$ cat src/rtl/irda_dma_arbiter.sv
// Round-robin sharing of the single external DMA channel between TX-fifo refill
// and RX-fifo drain requests, with per-burst sizing and a stall timeout.
module irda_dma_arbiter #(
  parameter int BURST = 8,
  parameter int TO_W  = 8
) (
  input  logic       clk,
  input  logic       wb_rst_n_i,
  input  logic       use_dma,
  input  logic       dma_req_t_i,
  input  logic       dma_req_r_i,
  output logic       dma_ack_t_o,
  output logic       dma_ack_r_o,
  input  logic [4:0] txfifo_count,
  input  logic [4:0] rxfifo_count,
  output logic       dma_req_o,
  output logic       dma_dir_o,
  input  logic       dma_ack_i,
  output logic       txfifo_push_o,
  output logic       rxfifo_pop_o,
  output logic       busy_o,
  output logic       dma_err_o,
  input  logic       err_clr_i,
  output logic [1:0] dbg_state_o
);

  typedef enum logic [1:0] {S_IDLE, S_XFER, S_DONE, S_COOL} state_t;

  localparam logic [4:0]      BURST_L = 5'(BURST);
  localparam logic [TO_W-1:0] TO_LAST = ~TO_W'(1);

  state_t          state_q, state_d;
  logic [4:0]      remaining_q;
  logic [TO_W-1:0] to_cnt_q;
  logic            req_q, dir_q, last_rx_q, err_q;

  logic [4:0] tx_room, tx_len, rx_len;
  logic       tx_elig, rx_elig, win, grant_rx, to_hit, err_set;

  assign tx_room  = 5'd16 - txfifo_count;
  assign tx_len   = (tx_room > BURST_L) ? BURST_L : tx_room;
  assign rx_len   = (rxfifo_count > BURST_L) ? BURST_L : rxfifo_count;
  assign tx_elig  = dma_req_t_i && (tx_len != 5'd0);
  assign rx_elig  = dma_req_r_i && (rx_len != 5'd0);
  assign win      = tx_elig || rx_elig;
  // On a tie the side not served by the last completed burst goes next.
  assign grant_rx = rx_elig && (!tx_elig || !last_rx_q);
  // Fires on the 2^TO_W-1'th consecutive XFER cycle without a word ack.
  assign to_hit   = (to_cnt_q == TO_LAST) && !dma_ack_i;
  assign err_set  = use_dma && (state_q == S_XFER) && to_hit;

  always_ff @(posedge clk or negedge wb_rst_n_i) begin
    if (!wb_rst_n_i) state_q <= S_IDLE;
    else             state_q <= state_d;
  end

  always_comb begin
    state_d = state_q;
    if (!use_dma) begin
      state_d = S_IDLE;
    end else begin
      case (state_q)
        S_IDLE: if (win) state_d = S_XFER;
        S_XFER: begin
          if (dma_ack_i && remaining_q == 5'd1) state_d = S_DONE;
          else if (to_hit)                     state_d = S_COOL;
        end
        S_DONE:  state_d = S_COOL;
        default: state_d = S_IDLE;
      endcase
    end
  end

  always_ff @(posedge clk or negedge wb_rst_n_i) begin
    if (!wb_rst_n_i) begin
      remaining_q <= '0;
      to_cnt_q    <= '0;
      req_q       <= 1'b0;
      dir_q       <= 1'b0;
      last_rx_q   <= 1'b0;
      err_q       <= 1'b0;
    end else begin
      if (!use_dma) begin
        req_q       <= 1'b0;
        remaining_q <= '0;
        to_cnt_q    <= '0;
      end else begin
        case (state_q)
          S_IDLE: if (win) begin
            remaining_q <= grant_rx ? rx_len : tx_len;
            dir_q       <= grant_rx;
            req_q       <= 1'b1;
            to_cnt_q    <= '0;
          end
          S_XFER: begin
            if (dma_ack_i) begin
              remaining_q <= remaining_q - 5'd1;
              to_cnt_q    <= '0;
              if (remaining_q == 5'd1) req_q <= 1'b0;
            end else if (to_hit) begin
              req_q       <= 1'b0;
              remaining_q <= '0;
              to_cnt_q    <= '0;
            end else begin
              to_cnt_q <= to_cnt_q + 1'b1;
            end
          end
          S_DONE:  last_rx_q <= dir_q;
          default: ;
        endcase
      end
      if (err_set)        err_q <= 1'b1;
      else if (err_clr_i) err_q <= 1'b0;
    end
  end

  // Channel handshake: every cycle with dma_req_o=1 and dma_ack_i=1 moves one
  // word; dma_dir_o is held stable for as long as dma_req_o is high.
  always_comb begin
    txfifo_push_o = 1'b0;
    rxfifo_pop_o  = 1'b0;
    dma_ack_t_o   = 1'b0;
    dma_ack_r_o   = 1'b0;
    if (state_q == S_XFER && dma_ack_i) begin
      txfifo_push_o = !dir_q;
      rxfifo_pop_o  = dir_q;
    end
    if (state_q == S_DONE) begin
      dma_ack_t_o = !dir_q;
      dma_ack_r_o = dir_q;
    end
  end

  assign dma_req_o   = req_q;
  assign dma_dir_o   = dir_q;
  assign busy_o      = (state_q != S_IDLE);
  assign dma_err_o   = err_q;
  assign dbg_state_o = state_q;

endmodule

$ cat config.mk
export PLATFORM = sky130hd
export DESIGN_NAME = irda_dma_arbiter
export DESIGN_NICKNAME = d
export VERILOG_FILES = /design/src/rtl/irda_dma_arbiter.sv
export SDC_FILE = /design/constraint.sdc
export NUM_CORES = 1
export LEC_CHECK = 0
export ABC_AREA = 1
export CORE_ASPECT_RATIO = 1.4
export CORE_UTILIZATION = 53
export DETAILED_ROUTE_END_ITERATION = 7
export PLACE_DENSITY_LB_ADDON = 0.08
export REMOVE_ABC_BUFFERS = 1
export SLEW_MARGIN = 40
export SYNTH_ARGS = -nofsm -noshare
export SYNTH_HDL_FRONTEND = slang
export SYNTH_SLANG_ARGS = --single-unit
$ cat constraint.sdc
create_clock -name clk -period 1.93 [get_ports clk]
set_clock_uncertainty 0.2 [all_clocks]
set_input_delay 0.386 -clock clk [delete_from_list [all_inputs] [get_ports clk]]
set_output_delay 0.386 -clock clk [all_outputs]
set_load 0.05 [all_outputs]
==> flow_summary.html <==
<table>
<tr><th>Metric</th><th>Value</th></tr>
<tr><th colspan="2">Status</th></tr>
<tr><td>Status</td><td>finished, final reports clean</td></tr>
<tr><th colspan="2">Power</th></tr>
<tr><td>Clock share of power</td><td>11.2%</td></tr>
<tr><td>Lkg Pwr</td><td>1.177 nW</td></tr>
<tr><td>Net switching power</td><td>1.196 mW</td></tr>
<tr><td>Power share of the sequential group</td><td>23.7%</td></tr>
<tr><td>Power density cells</td><td>1078 mW/mm2</td></tr>
<tr><td>Internal Power</td><td>1.338 mW</td></tr>
<tr><td>Total design power</td><td>2.534 mW</td></tr>
<tr><td>Maximum vdd ir drop</td><td>0.9876 mV</td></tr>
<tr><td>Portion of total power attributed to combinational logic</td><td>65.1%</td></tr>
<tr><td>Switching power share of the total</td><td>47.19%</td></tr>
<tr><th colspan="2">Layout</th></tr>
<tr><td>Summed area of non-filler cells in the final layout</td><td>0.002351 mm2</td></tr>
<tr><td>Share of post-route cells with drive strength above 1</td><td>34.62%</td></tr>
<tr><td>Antenna cell count</td><td>0</td></tr>
<tr><td>Layout Nets</td><td>313</td></tr>
<tr><td>Final standard cell count with taps included and fillers excluded</td><td>323</td></tr>
<tr><td>Final core utilization</td><td>82.52%</td></tr>
<tr><td>Combined flip-flop and latch cell area</td><td>476.7 um2</td></tr>
<tr><td>Area occupied by multi-input gates</td><td>0.001057 mm2</td></tr>
<tr><td>Filler instances</td><td>169</td></tr>
<tr><td>Synthesis-to-finish area growth</td><td>49.25%</td></tr>
<tr><th colspan="2">Synthesis</th></tr>
<tr><td>Post-Synthesis Cell Area</td><td>0.001575 mm2</td></tr>
<tr><td>Number of enable-type register cells in the synthesized netlist</td><td>0</td></tr>
<tr><td>Post-synthesis cell type with the largest combined area</td><td>sky130_fd_sc_hd__dfrtp_1</td></tr>
<tr><td>Number of distinct standard cells referenced by the synthesized netlist</td><td>30</td></tr>
<tr><td>Synthesized netlist cell count</td><td>220</td></tr>
<tr><td>Mean cell area of the mapped netlist</td><td>7.160 um2</td></tr>
<tr><td>Library cell with the highest instance count after synthesis</td><td>sky130_fd_sc_hd__nand2_1</td></tr>
<tr><td>Largest cells by area after synthesis</td><td>sky130_fd_sc_hd__dfrtp_1, sky130_fd_sc_hd__nand2_1, sky130_fd_sc_hd__inv_1, sky130_fd_sc_hd__ha_1, sky130_fd_sc_hd__nand3_1</td></tr>
<tr><td>Synth async-reset ratio</td><td>100.0%</td></tr>
<tr><td>Portion of synthesized cell area occupied by the leading cell type</td><td>30.18%</td></tr>
<tr><td>Synthesized flop and latch total</td><td>19</td></tr>
<tr><td>Most used flip-flop cell after synthesis</td><td>sky130_fd_sc_hd__dfrtp_1</td></tr>
<tr><td>Number of warnings printed during yosys synthesis</td><td>0</td></tr>
<tr><td>Part of the Yosys area used for sequential elements</td><td>30.18%</td></tr>
<tr><td>Top cells by count, synth</td><td>sky130_fd_sc_hd__nand2_1, sky130_fd_sc_hd__inv_1, sky130_fd_sc_hd__dfrtp_1</td></tr>
<tr><th colspan="2">Timing</th></tr>
<tr><td>Total setup violations reported at the end of the flow</td><td>0</td></tr>
<tr><td>Maximum operating frequency</td><td>525.2 MHz</td></tr>
<tr><td>Crit path setup slack, layout</td><td>0.02582 ns</td></tr>
<tr><td>Final Hold Slack</td><td>0.2694 ns</td></tr>
<tr><td>Setup TNS after final layout</td><td>0 ns</td></tr>
<tr><td>Relative slew margins</td><td>83.09%</td></tr>
<tr><td>Minimum period implied by the final worst setup slack</td><td>1.904 ns</td></tr>
<tr><td>Final Hold Fails</td><td>0</td></tr>
<tr><td>Portion of the clock cycle consumed by the worst path in the final layout</td><td>98.66%</td></tr>
<tr><td>Slew Limit Fails</td><td>0</td></tr>
<tr><td>Worst slew pin tran</td><td>0.2509 ns</td></tr>
<tr><th colspan="2">GRT</th></tr>
<tr><td>Vias in the first global route</td><td>1,556</td></tr>
<tr><td>Number of antenna violations at the first check in global routing</td><td>0</td></tr>
<tr><td>Overall overflow remaining after global route</td><td>0</td></tr>
<tr><td>Wire length of the first global-routing pass</td><td>6.223 mm</td></tr>
<tr><td>Largest net degree at the start of global routing</td><td>20</td></tr>
<tr><td>Global-route usage over all layers</td><td>27.00%</td></tr>
<tr><th colspan="2">Clock network</th></tr>
<tr><td>Clock latency at the later pin of the worst-skew pair</td><td>0.26 ns</td></tr>
<tr><td>Clock sink total</td><td>19</td></tr>
<tr><td>Maximum level of the CTS H-tree</td><td>1</td></tr>
<tr><td>Clock transition at the registers of the reported paths</td><td>0.07 ns</td></tr>
<tr><td>TritonCTS clock tree</td><td>done</td></tr>
<tr><td>Max Root-Sink Buffers</td><td>2</td></tr>
<tr><td>CTS Root Cell</td><td>sky130_fd_sc_hd__clkbuf_8</td></tr>
<tr><td>Total clock buffers created by CTS</td><td>3</td></tr>
<tr><th colspan="2">Critical path</th></tr>
<tr><td>Worst setup path class</td><td>flip-flop to output port</td></tr>
<tr><td>Setup crit end kind</td><td>output port</td></tr>
<tr><td>Required time of the critical path</td><td>1.34 ns</td></tr>
<tr><td>RR Startpoint</td><td>dbg_state_o[0]$_DFFE_PN0P_</td></tr>
<tr><td>Maximum net fanout on the critical path</td><td>5</td></tr>
<tr><td>Critical Path Start</td><td>dbg_state_o[0]$_DFFE_PN0P_</td></tr>
<tr><td>Critical path arrival</td><td>1.32 ns</td></tr>
<tr><td>Kind of launch point of the worst setup path</td><td>flip-flop</td></tr>
<tr><th colspan="2">Routing</th></tr>
<tr><td>DRC viols</td><td>0</td></tr>
<tr><td>Met3 WL</td><td>102 um</td></tr>
<tr><td>DR WL met2</td><td>2.458 mm</td></tr>
<tr><td>Antenna violation net count after detailed routing</td><td>0</td></tr>
<tr><td>Uppermost signal routing layer after detailed routing</td><td>met4</td></tr>
<tr><td>Overall routed net length</td><td>4.298 mm</td></tr>
<tr><td>Via count normalized by instance count</td><td>5.146</td></tr>
<tr><td>Routed wire per std cell</td><td>13.31 um</td></tr>
<tr><td>Count of vias placed by the detailed router</td><td>1,662</td></tr>
<tr><td>First-pass iteration count of the detailed router</td><td>4</td></tr>
<tr><td>DRC marker count from the first detailed-route iteration</td><td>56</td></tr>
<tr><td>Wire length on met1</td><td>1.651 mm</td></tr>
<tr><th colspan="2">Placed design</th></tr>
<tr><td>Dpl cells</td><td>309</td></tr>
<tr><td>Final weighted congestion in routability-driven placement</td><td>0.8092</td></tr>
<tr><td>Setup WS pre-CTS</td><td>-0.5637 ns</td></tr>
<tr><td>Detailed placement HPWL</td><td>2.964 mm</td></tr>
<tr><td>Number of buffers inserted by port buffering</td><td>26</td></tr>
<tr><td>Cell area reported after detailed placement</td><td>0.002115 mm2</td></tr>
<tr><th colspan="2">Die</th></tr>
<tr><td>DIE AREA</td><td>0.003197 mm2</td></tr>
<tr><td>I/O pin cnt</td><td>27</td></tr>
<tr><td>Site Rows</td><td>23</td></tr>
<tr><td>Starting Density</td><td>55.29%</td></tr>
<tr><td>Horizontal extent of the die</td><td>48.08 um</td></tr>
<tr><td>Die Ht</td><td>66.51 um</td></tr>
<tr><td>Core region area</td><td>0.002849 mm2</td></tr>
<tr><th colspan="2">Job</th></tr>
<tr><td>Total of max-cap violations</td><td>0</td></tr>
<tr><th colspan="2">Worst hold path</th></tr>
<tr><td>Tightest Hold Check Type</td><td>primary input to asynchronous set/reset pin</td></tr>
</table>
-- what timing repair did --
item                                    in CTS  in global routing
endpoints found under the setup margin      19                 19
gates resized for setup                     14                 27
setup buffers                                5                  5
pin swaps                                    3                  9
hold buffers                                 0                  0
-- state kept, by name, summed over array words and instances (netlist names) --
register     flops
to_cnt_q         8
dbg_state_o      2
last_rx_q        1
dma_dir_o        1
remaining_q      5
dma_err_o        1
dma_req_o        1
-- worst paths after layout --
path	endpoint	cells after the start	slack, ns
max	txfifo_push_o	5	0.03
min	to_cnt_q[0]$_DFFE_PN0P_	2	0.27
max reg2reg	dbg_state_o[1]$_DFFE_PN0P_	8	0.11
min reg2reg	dma_req_o$_DFFE_PN0P_	2	0.29
max in group asynchronous	dbg_state_o[0]$_DFFE_PN0P_	2	1.03
min in group clk	dma_req_o$_DFFE_PN0P_	2	0.29
-- logic make-up after synthesis --
kind of cell / after synthesis / synth area share [%]
AO/OA/AOI/OAI: 22 / 8.341
XOR/XNOR: 4 / 2.224
adder cells (fa/ha/maj): 9 / 7.149
buffers and inverters: 38 / 9.214
flip-flops: 19 / 30.18
AND/OR/NAND/NOR: 128 / 42.89
-- final cells by class --
cell class | count | area share [%]
Multi-Input combinational cell | 163 | 44.97
Sequential cell | 19 | 20.28
Clock buffer | 4 | 1.916
Inverter | 38 | 6.386
Timing Repair Buffer | 62 | 24.48
Tap cell | 37 | 1.969
-- routing by layer --
layer,vias up,global-route usage [%]
li1,844,-
met4,0,12.15
met1,775,27.06
met2,35,50.51
met3,8,4.065
met5,-,0
-- cells in the final DEF, fill, tap and decap left out, drive strengths merged, types with 3 or more instances in the layout --
master	synthesis	routed
nand2	71	71
o21ai	9	9
inv	38	38
nor2	16	16
a21oi	8	8
nor3	5	5
clkdlybuf4s50	0	12
ha	9	9
xor2	4	4
nand3b	3	3
buf	0	46
nand3	23	23
clkbuf	0	6
nand4	9	9
dfrtp	19	19
-- power by group through the flow --
stage	Combinational [mW]	Sequential, mW	Clock, mW
after detailed placement	1.38	0.582	0
after global routing	1.77	0.615	0.295
final	1.65	0.601	0.284
after CTS	1.45	0.583	0.282
after global placement	1.36	0.584	0
after floorplan	0.744	0.704	0
-- worst max-delay path, cell delays in order (launching register included) --
cell,delay [ns]
sky130_fd_sc_hd__dfrtp_2,0.45
sky130_fd_sc_hd__buf_6,0.13
sky130_fd_sc_hd__ha_4,0.17
sky130_fd_sc_hd__nand2_4,0.11
sky130_fd_sc_hd__nor2_4,0.05
sky130_fd_sc_hd__buf_12,0.15
No activity file was read; power rests on OpenSTA's default activity.
